File: config.mk
export PLATFORM = sky130hd
export DESIGN_NAME = seq_player_flat
export DESIGN_NICKNAME = d
export VERILOG_FILES = /design/src/rtl/seq_if.sv /design/src/rtl/seq_player.sv /design/src/flat_wrapper.sv
export SDC_FILE = /design/constraint.sdc
export NUM_CORES = 1
export LEC_CHECK = 0
export CAP_MARGIN = 20
export CORE_ASPECT_RATIO = 1.1
export CORE_MARGIN = 4
export CORE_UTILIZATION = 45
export CTS_CLUSTER_SIZE = 24
export DETAILED_ROUTE_END_ITERATION = 8
export GPL_TIMING_DRIVEN = 0
export PLACE_DENSITY_LB_ADDON = 0.2
export SLEW_MARGIN = 20
export SYNTH_ARGS = -nofsm -noshare
export SYNTH_HDL_FRONTEND = slang
export SYNTH_SLANG_ARGS = --single-unit
File: constraint.sdc
create_clock -name clk -period 2.3 [get_ports clk]
set_input_delay 0.23 -clock clk [delete_from_list [all_inputs] [get_ports clk]]
set_output_delay 0.23 -clock clk [all_outputs]
set_load 0.05 [all_outputs]
File: src/rtl/seq_if.sv
// seq_if: control/guess/LED bundle between the game controller and seq_player.
// master = game control side, slave = seq_player.
interface seq_if #(
   parameter int CH     = 4,
   parameter int ADDR_W = 4,
   parameter int BANK_W = 2
);
   logic              start;
   logic [ADDR_W-1:0] len;
   logic [BANK_W-1:0] bank;
   logic              guess_valid;
   logic [CH-1:0]     guess;
   logic [CH-1:0]     leds;
   logic [ADDR_W-1:0] step;
   logic              busy;
   logic              show_done;
   logic              hit;
   logic              miss;
   logic              win;

   modport master (
      output start, len, bank, guess_valid, guess,
      input  leds, step, busy, show_done, hit, miss, win
   );

   modport slave (
      input  start, len, bank, guess_valid, guess,
      output leds, step, busy, show_done, hit, miss, win
   );
endinterface

File: src/rtl/seq_player.sv
// seq_player: plays a seeded LFSR sequence on one-hot LEDs, then checks player guesses.
// Optional macro SEQ_NO_REPEAT_EN: bump any symbol that would repeat the previous channel.
//
// state    | meaning
// IDLE     | waiting for start, all outputs quiet
// SHOW_ON  | current step's LED lit, ON_CYC cycles
// SHOW_OFF | dark gap after a lit step, OFF_CYC cycles
// CHECK    | comparing guesses against the replayed sequence
module seq_player #(
   parameter int          CH      = 4,
   parameter int          ADDR_W  = 4,
   parameter int          BANK_W  = 2,
   parameter logic [15:0] SEED    = 16'hACE1,
   parameter int          ON_CYC  = 2,
   parameter int          OFF_CYC = 1
) (
   input logic   clk,
   input logic   reset,
   seq_if.slave  bus
);
   localparam int SYM_W   = $clog2(CH);
   localparam int TMR_MAX = (ON_CYC > OFF_CYC) ? ON_CYC : OFF_CYC;
   localparam int TMR_W   = $clog2(TMR_MAX + 1);
   localparam logic [TMR_W-1:0] ON_LD  = TMR_W'(ON_CYC - 1);
   localparam logic [TMR_W-1:0] OFF_LD = TMR_W'(OFF_CYC - 1);

   typedef enum logic [1:0] {IDLE, SHOW_ON, SHOW_OFF, CHECK} state_t;

   state_t            state, state_n;
   logic [15:0]       lfsr, lfsr_n, lfsr_shift, start_seed;
   logic [ADDR_W-1:0] step, step_n, len_l, len_l_n, last_idx;
   logic [BANK_W-1:0] bank_l, bank_l_n;
   logic [TMR_W-1:0]  tmr, tmr_n;
   logic [CH-1:0]     leds, leds_n;
   logic              show_done, show_done_n;
   logic              hit, hit_n, miss, miss_n, win, win_n;
   logic [SYM_W-1:0]  cur_sym, nxt_sym;
   logic              is_last;

   // A zero seed would lock the LFSR, so it is forced to 1.
   function automatic logic [15:0] seed_of(input logic [BANK_W-1:0] b);
      logic [15:0] s;
      s = SEED ^ 16'(b);
      return (s == 16'h0000) ? 16'h0001 : s;
   endfunction

   assign start_seed = seed_of(bus.bank);
   assign lfsr_shift = {lfsr[0] ^ lfsr[2] ^ lfsr[3] ^ lfsr[5], lfsr[15:1]};
   assign last_idx   = len_l - ADDR_W'(1);
   assign is_last    = (step == last_idx);

`ifdef SEQ_NO_REPEAT_EN
   logic [SYM_W-1:0] prev_sym, cur_raw, nxt_raw;
   logic             prev_vld;

   assign cur_raw = lfsr[SYM_W-1:0];
   assign nxt_raw = lfsr_shift[SYM_W-1:0];
   assign cur_sym = (prev_vld && (cur_raw == prev_sym)) ? cur_raw + SYM_W'(1) : cur_raw;
   assign nxt_sym = (nxt_raw == cur_sym) ? nxt_raw + SYM_W'(1) : nxt_raw;

   // Step 0 never has a predecessor; any forward step records the symbol just emitted.
   always_ff @(posedge clk or posedge reset) begin
      if (reset) begin
         prev_sym <= '0;
         prev_vld <= 1'b0;
      end else if (step_n == '0) begin
         prev_vld <= 1'b0;
      end else if (step_n != step) begin
         prev_sym <= cur_sym;
         prev_vld <= 1'b1;
      end
   end
`else
   assign cur_sym = lfsr[SYM_W-1:0];
   assign nxt_sym = lfsr_shift[SYM_W-1:0];
`endif

   always_comb begin
      state_n     = state;
      lfsr_n      = lfsr;
      step_n      = step;
      len_l_n     = len_l;
      bank_l_n    = bank_l;
      tmr_n       = tmr;
      leds_n      = leds;
      show_done_n = 1'b0;
      hit_n       = 1'b0;
      miss_n      = 1'b0;
      win_n       = 1'b0;
      case (state)
         IDLE: begin
            leds_n = '0;
            step_n = '0;
            if (bus.start) begin
               len_l_n  = bus.len;
               bank_l_n = bus.bank;
               lfsr_n   = start_seed;
               leds_n   = CH'(1) << start_seed[SYM_W-1:0];
               tmr_n    = ON_LD;
               state_n  = SHOW_ON;
            end
         end
         SHOW_ON: begin
            if (tmr == '0) begin
               leds_n  = '0;
               tmr_n   = OFF_LD;
               state_n = SHOW_OFF;
            end else begin
               tmr_n = tmr - TMR_W'(1);
            end
         end
         SHOW_OFF: begin
            if (tmr != '0) begin
               tmr_n = tmr - TMR_W'(1);
            end else if (is_last) begin
               show_done_n = 1'b1;
               lfsr_n      = seed_of(bank_l);
               step_n      = '0;
               state_n     = CHECK;
            end else begin
               lfsr_n  = lfsr_shift;
               step_n  = step + ADDR_W'(1);
               leds_n  = CH'(1) << nxt_sym;
               tmr_n   = ON_LD;
               state_n = SHOW_ON;
            end
         end
         CHECK: begin
            if (bus.guess_valid) begin
               if (bus.guess == (CH'(1) << cur_sym)) begin
                  hit_n = 1'b1;
                  if (is_last) begin
                     win_n   = 1'b1;
                     step_n  = '0;
                     state_n = IDLE;
                  end else begin
                     lfsr_n = lfsr_shift;
                     step_n = step + ADDR_W'(1);
                  end
               end else begin
                  miss_n  = 1'b1;
                  step_n  = '0;
                  state_n = IDLE;
               end
            end
         end
         default: state_n = IDLE;
      endcase
   end

   always_ff @(posedge clk or posedge reset) begin
      if (reset) begin
         state     <= IDLE;
         lfsr      <= seed_of('0);
         step      <= '0;
         len_l     <= '0;
         bank_l    <= '0;
         tmr       <= '0;
         leds      <= '0;
         show_done <= 1'b0;
         hit       <= 1'b0;
         miss      <= 1'b0;
         win       <= 1'b0;
      end else begin
         state     <= state_n;
         lfsr      <= lfsr_n;
         step      <= step_n;
         len_l     <= len_l_n;
         bank_l    <= bank_l_n;
         tmr       <= tmr_n;
         leds      <= leds_n;
         show_done <= show_done_n;
         hit       <= hit_n;
         miss      <= miss_n;
         win       <= win_n;
      end
   end

   assign bus.leds      = leds;
   assign bus.step      = step;
   assign bus.busy      = (state != IDLE);
   assign bus.show_done = show_done;
   assign bus.hit       = hit;
   assign bus.miss      = miss;
   assign bus.win       = win;
endmodule

File: src/flat_wrapper.sv
// flat-port wrapper written by rule: the top's interface ports become plain ports
module seq_player_flat 
#(
   parameter int          CH      = 4,
   parameter int          ADDR_W  = 4,
   parameter int          BANK_W  = 2,
   parameter logic [15:0] SEED    = 16'hACE1,
   parameter int          ON_CYC  = 2,
   parameter int          OFF_CYC = 1
)
  (clk, reset, bus_start, bus_len, bus_bank, bus_guess_valid, bus_guess, bus_leds, bus_step, bus_busy, bus_show_done, bus_hit, bus_miss, bus_win);
  seq_if #(.CH(CH), .ADDR_W(ADDR_W), .BANK_W(BANK_W)) bus_i ();
  input logic clk;
  input logic reset;
  input wire logic [$bits(bus_i.start)-1:0] bus_start;
  input wire logic [$bits(bus_i.len)-1:0] bus_len;
  input wire logic [$bits(bus_i.bank)-1:0] bus_bank;
  input wire logic [$bits(bus_i.guess_valid)-1:0] bus_guess_valid;
  input wire logic [$bits(bus_i.guess)-1:0] bus_guess;
  output wire logic [$bits(bus_i.leds)-1:0] bus_leds;
  output wire logic [$bits(bus_i.step)-1:0] bus_step;
  output wire logic [$bits(bus_i.busy)-1:0] bus_busy;
  output wire logic [$bits(bus_i.show_done)-1:0] bus_show_done;
  output wire logic [$bits(bus_i.hit)-1:0] bus_hit;
  output wire logic [$bits(bus_i.miss)-1:0] bus_miss;
  output wire logic [$bits(bus_i.win)-1:0] bus_win;
  assign bus_i.start = bus_start;
  assign bus_i.len = bus_len;
  assign bus_i.bank = bus_bank;
  assign bus_i.guess_valid = bus_guess_valid;
  assign bus_i.guess = bus_guess;
  assign bus_leds = bus_i.leds;
  assign bus_step = bus_i.step;
  assign bus_busy = bus_i.busy;
  assign bus_show_done = bus_i.show_done;
  assign bus_hit = bus_i.hit;
  assign bus_miss = bus_i.miss;
  assign bus_win = bus_i.win;
  seq_player #(.CH(CH), .ADDR_W(ADDR_W), .BANK_W(BANK_W), .SEED(SEED), .ON_CYC(ON_CYC), .OFF_CYC(OFF_CYC)) u_core (.clk(clk), .reset(reset), .bus(bus_i));
endmodule
==> results.cfg, run 1 <==
[critical_path]
worstPathMaxFanout = 5
arrival_ps = 1950
start_kind = flip-flop
endpoint_kind = primary output
worstReg2RegStart = u_core.bus.step[2]
crit_type = flip-flop to primary output
crit_path_start = u_core.state[0]
critPathRequiredTime_ps = 2070

[place]
place_congestion = 0.781
dp_hpwl_um = 3070
io_buffers = 26
placedCellCount = 277
dpl-instance-area_um2 = 2430

[power_and_ir_drop]
p_switching_uw = 1470
irDropWorstVdd_mv = 0.781
combPwrFrac_pct = 53.9
p_per_area_nw_per_um2 = 1400
leakage_uw = 0.00121
pwr-share-seq_pct = 30.7
power.internal_uw = 2120
switching_share_pct = 41.0
clockPowerShare_pct = 15.4

[flow_run]
maxCapViolCount = 0

[global_route]
grt_max_degree = 29
overflow = 0
grt_pass1_wl_um = 7100
gr-usage-all-layers_pct = 15.9
grt_pass1_vias = 1527
antenna_found_initial = 0

[routing]
routed_wl_um = 4120
post_drt_wl_per_cell_um = 14.3
vias = 1561
route.detailed.drc = 0
drtIter0Drc = 40
ant_nets = 0
routed_via_density = 5.42
dr.pass1.iters = 4

[cts]
cts_made_buffers = 5
worstSkewPairLatency_ps = 290
cts_buffer_depth = 2
cts-root-buf = clkbuf_8
cts_sinks = 38
htree_levels = 2
cts_tree = built
clkTransAtPathRegs_ps = 70
cts_hold_buf = 0

[synthesis]
synth_async_sr_flop_share_pct = 100
syn_inst = 196
synth.avg_cell_area_um2 = 10.6
synth.top_cell.area_share_pct = 36.1
ys_seq_area_share_pct = 46.2
synthTopCellsByArea = dfrtp_1, dfstp_2, mux2_2
synthFlopType = dfrtp_1
synth_edf_count = 0
ys_warn_count = 0
synth_nets = 218
syn_area_um2 = 2080
synth.distinct_cells = 43
ys_ff_latch = 38
yosys.area.top_type = dfrtp_1

[sta]
rsz0062_at_grt = no
maxSlewViolCount = 0
min_period_ps = 2180
fin_skew_ps = 5.28
holdWs_ps = 186
clock.fmax_ghz = 0.458
maxSlewHeadroom_pct = 56.2
setup_viol = 0
fin_crit_sh_pct = 94.9
tightest_slew_ps = 652
finalHoldViolCount = 0

[outcome]
status = completed

[die]
fp.coreArea_um2 = 4380
die_w_um = 72.8
num_io_pins = 27
initial_core_util_pct = 47.5
fp.dieH_um = 79.3
die_area_um2 = 5770
rows = 25

[worst_hold_path]
worstHoldPathType = input pin to async pin

[cells_and_area]
drive_above_1_share_pct = 17.5
fillers = 396
design_area_um2 = 2560
syn2layout_area_growth_pct = 23.3
final_cells = 288
diodes = 0
final_nets = 255
-- routing by layer --
metal	up-vias	global-route usage, %	share of wire [%]
met5	-	0	0
met4	0	5.72	1.9
met3	9	4.30	4.6
met2	34	25.6	49
met1	755	20.2	45
li1	763	-	-
-- final timing paths --
kind	end	slack, ps	depth (start not counted)
min in group clk	u_core.lfsr[13]	470	2
hold reg to reg	u_core.lfsr[13]	470	2
hold / removal	u_core.bus.step[2]	190	2
setup reg to reg	u_core.bus.leds[1]	180	6
setup / recovery	bus_busy	120	4
max in group asynchronous	u_core.lfsr[15]	1610	3
-- worst max-delay path, cell delays in order (launching register included) --
cell and delay, ps:
dfrtp_1 400, inv_1 120, ha_1 230, inv_1 100
clkdlybuf4s50_1 810
-- area by class of cell --
class                      instances  area (um^2)  area share [%]
sequential                        38          961            37.5
tap                               54         67.6            2.63
timing repair buffer              31          310            12.1
buffer                             5         31.3            1.22
inverter                          20         75.1            2.93
multi-input combinational        132         1010            39.4
clock buffer                       5         68.8            2.68
clock inverter                     3         40.0            1.56
-- sequential cells by signal, indices dropped and copies added (netlist names) --
| signal | count |
|---|---|
| u_core.lfsr | 16 |
| u_core.bus.leds | 4 |
| u_core.bus.step | 4 |
| u_core.len_l | 4 |
| u_core.bank_l | 2 |
| u_core.state | 2 |
| u_core.tmr | 2 |
| u_core.bus.hit | 1 |
| u_core.bus.miss | 1 |
| u_core.bus.show_done | 1 |
| u_core.bus.win | 1 |
-- repair_timing --
action / CTS / global route
gates resized for setup: 1 / 0
setup buffers: 2 / 2
endpoints found under the setup margin: 10 / 13
hold endpoints to repair: 0 / 0
pin swaps: 1 / 5
gates cloned: 0 / 0
-- logic make-up after synthesis --
logic type	synth area share, %
flops	46.2
buf+inv	5.29
compound gates	15.9
fa+ha+maj	4.81
mux	9.69
xor+xnor	4.09
simple gates	14.0
-- power groups by stage --
stage / registers (uW) / logic [uW] / clock network (uW)
2_1_floorplan: 1220 / 1340 / 0
3_3_place_gp: 1110 / 1840 / 0
3_5_place_dp: 1120 / 1880 / 0
4_1_cts: 1110 / 1930 / 570
5_1_grt: 1140 / 2130 / 598
6_report: 1100 / 1940 / 556
-- cells in the mapped netlist, types with 2 or more instances --
master      n
dfstp_2     8
a31o_2      2
inv_1      20
nor2_1     15
o32ai_1     2
xor2_1      2
dfrtp_1    30
nor3b_1     2
a21boi_0    2
and3b_1     2
clkbuf_1    4
nor3_1      4
xnor2_1     5
nand3_1     4
a22o_1      7
mux2_2      9
o21ai_0     9
a211oi_1    4
ha_1        8
o22ai_1     3
o2111ai_1   2
o211ai_1    6
nand2b_1    3
nand2_1    12
a21oi_1     2
nor2b_1     3
mux2i_1    10
-- layout by cell type (no fill, tap or decap), drive strengths merged, types with 8 or more instances in the layout --
cell	n
inv	20
nand2	13
mux2i	10
mux2	9
ha	8
clkbuf	8
dfrtp	30
o21ai	9
nor2	15
dfstp	8
clkdlybuf4s50	26
-- metrics by stage --
step	util (%)	setup TNS, ps	total power [uW]	setup slack [ps]
2_1_floorplan	-	0	2560	159
3_3_place_gp	55.0	-1340	2960	-150
3_5_place_dp	55.4	-1350	2990	-165
4_1_cts	58.2	0	3610	7.83
5_1_grt	58.6	0	3870	7.35
6_report	58.6	0	3600	118
(Power assumes the default switching activity.)
==> run 2, diff against run 1 <==
--- a/config.mk
+++ b/config.mk
@@ -5,12 +5,14 @@
 export SDC_FILE = /design/constraint.sdc
 export NUM_CORES = 1
 export LEC_CHECK = 0
+export ABC_AREA = 1
 export CAP_MARGIN = 20
 export CORE_ASPECT_RATIO = 1.1
 export CORE_MARGIN = 4
 export CORE_UTILIZATION = 45
 export CTS_CLUSTER_SIZE = 24
 export DETAILED_ROUTE_END_ITERATION = 8
+export GPL_ROUTABILITY_DRIVEN = 0
 export GPL_TIMING_DRIVEN = 0
 export PLACE_DENSITY_LB_ADDON = 0.2
 export SLEW_MARGIN = 20
==> results.cfg, run 2 <==
[outcome]
status = completed

[synthesis]
syn_area_um2 = 2320
yosysMostFrequentCell = nand2_1
synth_edf_count = 0
ys_seq_area_share_pct = 41.4
synthTopCellsByArea = dfrtp_1, nand2_1, dfstp_2
ys_ff_latch = 38
synthAdderAreaFrac_pct = 4.31
ys_warn_count = 0
synth_nets = 345
synth_common_cells = nand2_1, inv_1, dfrtp_1
synth_xor_area_share_pct = 1.89
synth-simple-area-share_pct = 35.7
synth_top_family_by_area = simple AND/OR/NAND/NOR gates
synth.distinct_cells = 34
synth.top_cell.area_share_pct = 32.4
yosys.area.top_type = dfrtp_1
synth_mux_area_share_pct = 0.485
syn_inst = 323
synthFlopType = dfrtp_1
synth_async_sr_flop_share_pct = 100
synth.avg_cell_area_um2 = 7.18
synth_compound_area_share_pct = 7.12

[critical_path]
worstPathMaxFanout = 6
critPathRequiredTime_ps = 2070
r2r-end = u_core.lfsr[12]
crit_top_cell = inv_1
worstReg2RegStart = u_core.len_l[0]
crit_path_cell_trace = inv_1, ha_1, inv_1, clkdlybuf4s50_1
arrival_ps = 1960
worst_path_max_delay_cell = clkdlybuf4s50_1
start_kind = flip-flop
endpoint_kind = primary output
crit_type = flip-flop to primary output
r2r_slack_ps = 310
crit_path_start = u_core.state[0]
max_stage_delay_ps = 800
ff2ff_path_depth = 11

[die]
die_w_um = 76.5
initial_core_util_pct = 46.4
fp.coreArea_um2 = 5000
num_io_pins = 27
fp.dieH_um = 83.3
rows = 27
die_area_um2 = 6370

[routing]
ant_nets = 0
vias = 2071
route.detailed.drc = 0
routed_wl_um = 5170
drtIter0Drc = 105
routed_via_density = 4.98
dr.pass1.iters = 4
post_drt_wl_per_cell_um = 12.4

[cts]
cts_buffer_depth = 2
clkTransAtPathRegs_ps = 80
cts_hold_buf = 0
cts_tree = built
htree_levels = 2
cts_sinks = 38
cts-root-buf = clkbuf_8
worstSkewPairLatency_ps = 300
cts_made_buffers = 5
cts_resized = 0
post-cts-setup-buffers = 0

[sta]
fin_skew_ps = 11.4
holdWs_ps = 257
fin_setup_tns_ps = 0
tightest_slew_ps = 515
fin_crit_sh_pct = 95.4
finalHoldViolCount = 0
maxSlewViolCount = 0
rsz0062_at_grt = no
setup_viol = 0
min_period_ps = 2190
clock.fmax_ghz = 0.456
maxSlewHeadroom_pct = 65.4

[global_route]
antenna_found_initial = 0
grt_pass1_wl_um = 9290
use_met3_pct = 5.10
grt.met2_usage_pct = 30.3
grt_pass1_vias = 2105
gr-usage-all-layers_pct = 17.8
overflow = 0
grt_max_degree = 21
gr-usage-met1_pct = 21.1
busiest_layer = met2

[cells_and_area]
drive_above_1_share_pct = 11.5
mostFrequentLayoutCells = nand2_1, inv_1, dfrtp_1
diodes = 0
top_register = u_core.lfsr
final_nets = 379
fillers = 473
largest_reg_flops = 16
syn2layout_area_growth_pct = 19.5
final_common_cell = nand2_1
fin_util_pct = 55.4

[place]
dp_hpwl_um = 3770
io_buffers = 26

[flow_run]
maxCapViolCount = 0

[power_and_ir_drop]
p_per_area_nw_per_um2 = 1330
leakage_uw = 0.00144
irDropWorstVdd_mv = 0.416
power_uw = 3680

[worst_hold_path]
worstHoldPathType = input pin to async pin
## run 2: changes by cell type after synthesis, moves of 4 or more
cell / delta
nand2_1: +111
mux2i_1: -10
nor2_1: +9
a22o_1: -7
o211ai_1: -6
inv_1: +15
inv_2: +4
nand3_1: +25
a211oi_1: -4
a32oi_1: +4
a21oi_1: +4
mux2_2: -8
nand2_2: +4
## run 2: cell type report
| cell class | count | area, um^2 | area share (%) |
|---|---|---|---|
| clock buffer | 7 | 86.3 | 3.12 |
| tap | 58 | 72.6 | 2.62 |
| buffer | 11 | 63.8 | 2.30 |
| timing repair buffer | 27 | 288 | 10.4 |
| sequential | 38 | 961 | 34.7 |
| inverter | 39 | 146 | 5.28 |
| clock inverter | 1 | 5.00 | 0.181 |
| multi-input combinational | 235 | 1150 | 41.4 |
## run 2: worst max-delay path by stage
stage                     slack, ps             end  cells past startpoint
after floorplan                 280  u_core.lfsr[3]                     10
after global placement          340  u_core.lfsr[1]                      2
after detailed placement        310  u_core.lfsr[1]                     10
after CTS                        80        bus_busy                      4
after global routing             30        bus_busy                      4
final                           110        bus_busy                      4
## run 2: cell families after synthesis
kind of cell             count (synthesis)
buffers and inverters                   50
multiplexers                             1
AO/OA/AOI/OAI                           26
XOR/XNOR                                 5
flip-flops                              38
AND/OR/NAND/NOR                        195
adder cells (fa/ha/maj)                  8
## run 2: through the flow
stage	std cells	cell area [um^2]	setup slack [ps]
after CTS	416	2770	84.3
after detailed placement	408	2680	314
after floorplan	323	2320	275
final	416	2770	107
after global routing	416	2770	25.8
after global placement	407	2650	336
## run 2: worst max-delay path: cells and delay by family (launching register included)
family	cells	cell delay [ps]
flops	1	440
buf+inv	3	1010
fa+ha+maj	1	230
## run 2: where the power goes
part,total (uW),internal (uW),switching [uW]
Clock,479,242,237
Combinational,2080,735,1350
Sequential,1120,962,160
Total,3680,1940,1740
## run 2: per-layer routing
metal  up-vias  routed length, um
met5         -                  0
met4         0                 76
met3         9                198
met2        26               2450
met1       958               2440
li1       1078                  -
==> run 3, diff against run 2 <==
--- a/config.mk
+++ b/config.mk
@@ -14,7 +14,7 @@
 export DETAILED_ROUTE_END_ITERATION = 8
 export GPL_ROUTABILITY_DRIVEN = 0
 export GPL_TIMING_DRIVEN = 0
-export PLACE_DENSITY_LB_ADDON = 0.2
+export PLACE_DENSITY_LB_ADDON = 0.25
 export SLEW_MARGIN = 20
 export SYNTH_ARGS = -nofsm -noshare
 export SYNTH_HDL_FRONTEND = slang
==> constraint.sdc (replaced) <==
create_clock -name clk -period 2 [get_ports clk]
set_input_delay 0.2 -clock clk [delete_from_list [all_inputs] [get_ports clk]]
set_output_delay 0.2 -clock clk [all_outputs]
set_load 0.05 [all_outputs]
==> results.cfg, run 3 (synthesized netlist as in run 2, its figures left out) <==
[outcome]
status = completed

[critical_path]
critPathTopFamily = simple AND/OR/NAND/NOR gates
endpoint_kind = flip-flop
critPathRequiredTime_ps = 2240
ff2ff_path_depth = 10
cp.depth = 10
worstPathMaxFanout = 10
r2r_slack_ps = 120
crit_path_cell_trace = inv_1, ha_1, inv_1, nor2_1, nor2_1, nand2_1, nand3b_4, buf_4, nand2_1, nand2_1
arrival_ps = 2120
r2r-end = u_core.lfsr[7]
worst_path_max_delay_cell = dfrtp_2
start_kind = flip-flop
crit_type = flip-flop to flip-flop
max_stage_delay_ps = 450
path_buf_inv = 3
crit_top_cell = nand2_1
worstReg2RegStart = u_core.state[0]

[place]
io_buffers = 26
dp_slack_ps = -9.91
dp_hpwl_um = 3680

[routing]
ant_nets = 0
routed_wl_um = 5210
routed_via_density = 4.95
vias = 2073
dr.pass1.iters = 4
post_drt_wl_per_cell_um = 12.4
drtIter0Drc = 160
route.detailed.drc = 0

[cells_and_area]
top_register = u_core.lfsr
largest_reg_flops = 16
final_common_cell = nand2_1
syn2layout_area_growth_pct = 23.5
fillers = 486
drive_above_1_share_pct = 15.8
diodes = 0
final_nets = 382
mostFrequentLayoutCells = nand2_1, inv_1, dfrtp_1

[global_route]
gr-usage-met1_pct = 22.4
grt_pass1_vias = 2052
use_met3_pct = 3.47
antenna_found_initial = 0
grt_max_degree = 21
gr-usage-all-layers_pct = 17.1
overflow = 0
busiest_layer = met2
grt_pass1_wl_um = 9060
grt.met2_usage_pct = 28.1

[sta]
maxSlewHeadroom_pct = 66.8
holdWs_ps = 241
fin_ws_ps = 119
min_period_ps = 1880
tightest_slew_ps = 496
clock.fmax_ghz = 0.532
finalHoldViolCount = 0
fin_skew_ps = 6.93
maxSlewViolCount = 0
fin_crit_sh_pct = 94.1
setup_viol = 0

[cts]
cts_tree = built
cts_hold_buf = 0
worstSkewPairLatency_ps = 290
cts_buffer_depth = 2
cts_sinks = 38
htree_levels = 2
cts-root-buf = clkbuf_8
cts_made_buffers = 5
clkTransAtPathRegs_ps = 80

[die]
die_area_um2 = 6370
die_w_um = 76.5
initial_core_util_pct = 46.4
fp.coreArea_um2 = 5000
num_io_pins = 27
fp.dieH_um = 83.3
rows = 27

[flow_run]
maxCapViolCount = 0

[power_and_ir_drop]
leakage_uw = 0.00148
p_per_area_nw_per_um2 = 1560
irDropWorstVdd_mv = 0.651

[worst_hold_path]
worstHoldPathType = input pin to async pin
[run 3: worst reg2reg max path, delay by kind of cell, from the launching register on]
family,cells,cell delay [ps]
adders and majority gates,1,190
and+or+nand+nor,6,820
buffers and inverters,3,380
DFF,1,450
[run 3: power by group]
part           internal, uW  switching, uW
clock network           278            274
registers              1110            194
logic                   984           1640
[run 3: how the worst max path moves through the flow]
stage,start,end,slack [ps]
2_1_floorplan,u_core.state[0],u_core.lfsr[3],100
3_3_place_gp,u_core.len_l[0],u_core.lfsr[4],30
3_5_place_dp,u_core.len_l[0],u_core.lfsr[3],-10
4_1_cts,u_core.len_l[0],u_core.lfsr[0],20
5_1_grt,u_core.state[0],u_core.lfsr[3],-2
6_report,u_core.state[0],u_core.lfsr[7],120
[run 3: area by class of cell]
type | count | area [um^2] | area share (%)
tap | 58 | 72.6 | 2.53
clock buffer | 7 | 86.3 | 3.01
buffer | 11 | 68.8 | 2.40
sequential | 38 | 962 | 33.6
timing repair buffer | 30 | 313 | 10.9
multi-input combinational | 235 | 1210 | 42.1
inverter | 39 | 150 | 5.24
clock inverter | 1 | 5.00 | 0.175
[run 3: per-stage QoR]
stage	instance area [um^2]	util, %	power, uW	setup TNS [ps]	instances
2_1_floorplan	2320	-	3120	0	323
3_3_place_gp	2660	53.1	3640	0	407
3_5_place_dp	2680	53.7	3700	-19.4	408
4_1_cts	2800	56.1	4320	0	418
5_1_grt	2870	57.3	4880	-3.28	419
6_report	2870	57.3	4470	0	419
[run 3: metal layers]
metal | routed length, um | vias up | part of all wire (%)
met1 | 2490 | 939 | 48
met4 | 38 | 0 | 0.73
li1 | - | 1083 | -
met2 | 2410 | 47 | 46
met5 | 0 | - | 0
met3 | 273 | 4 | 5.2
[run 3: timing repair]
item | in CTS | in global routing
pin swaps | 1 | 1
gates cloned | 0 | 1
setup endpoints to repair | 10 | 28
resized for setup | 3 | 18
buffers inserted | 2 | 0
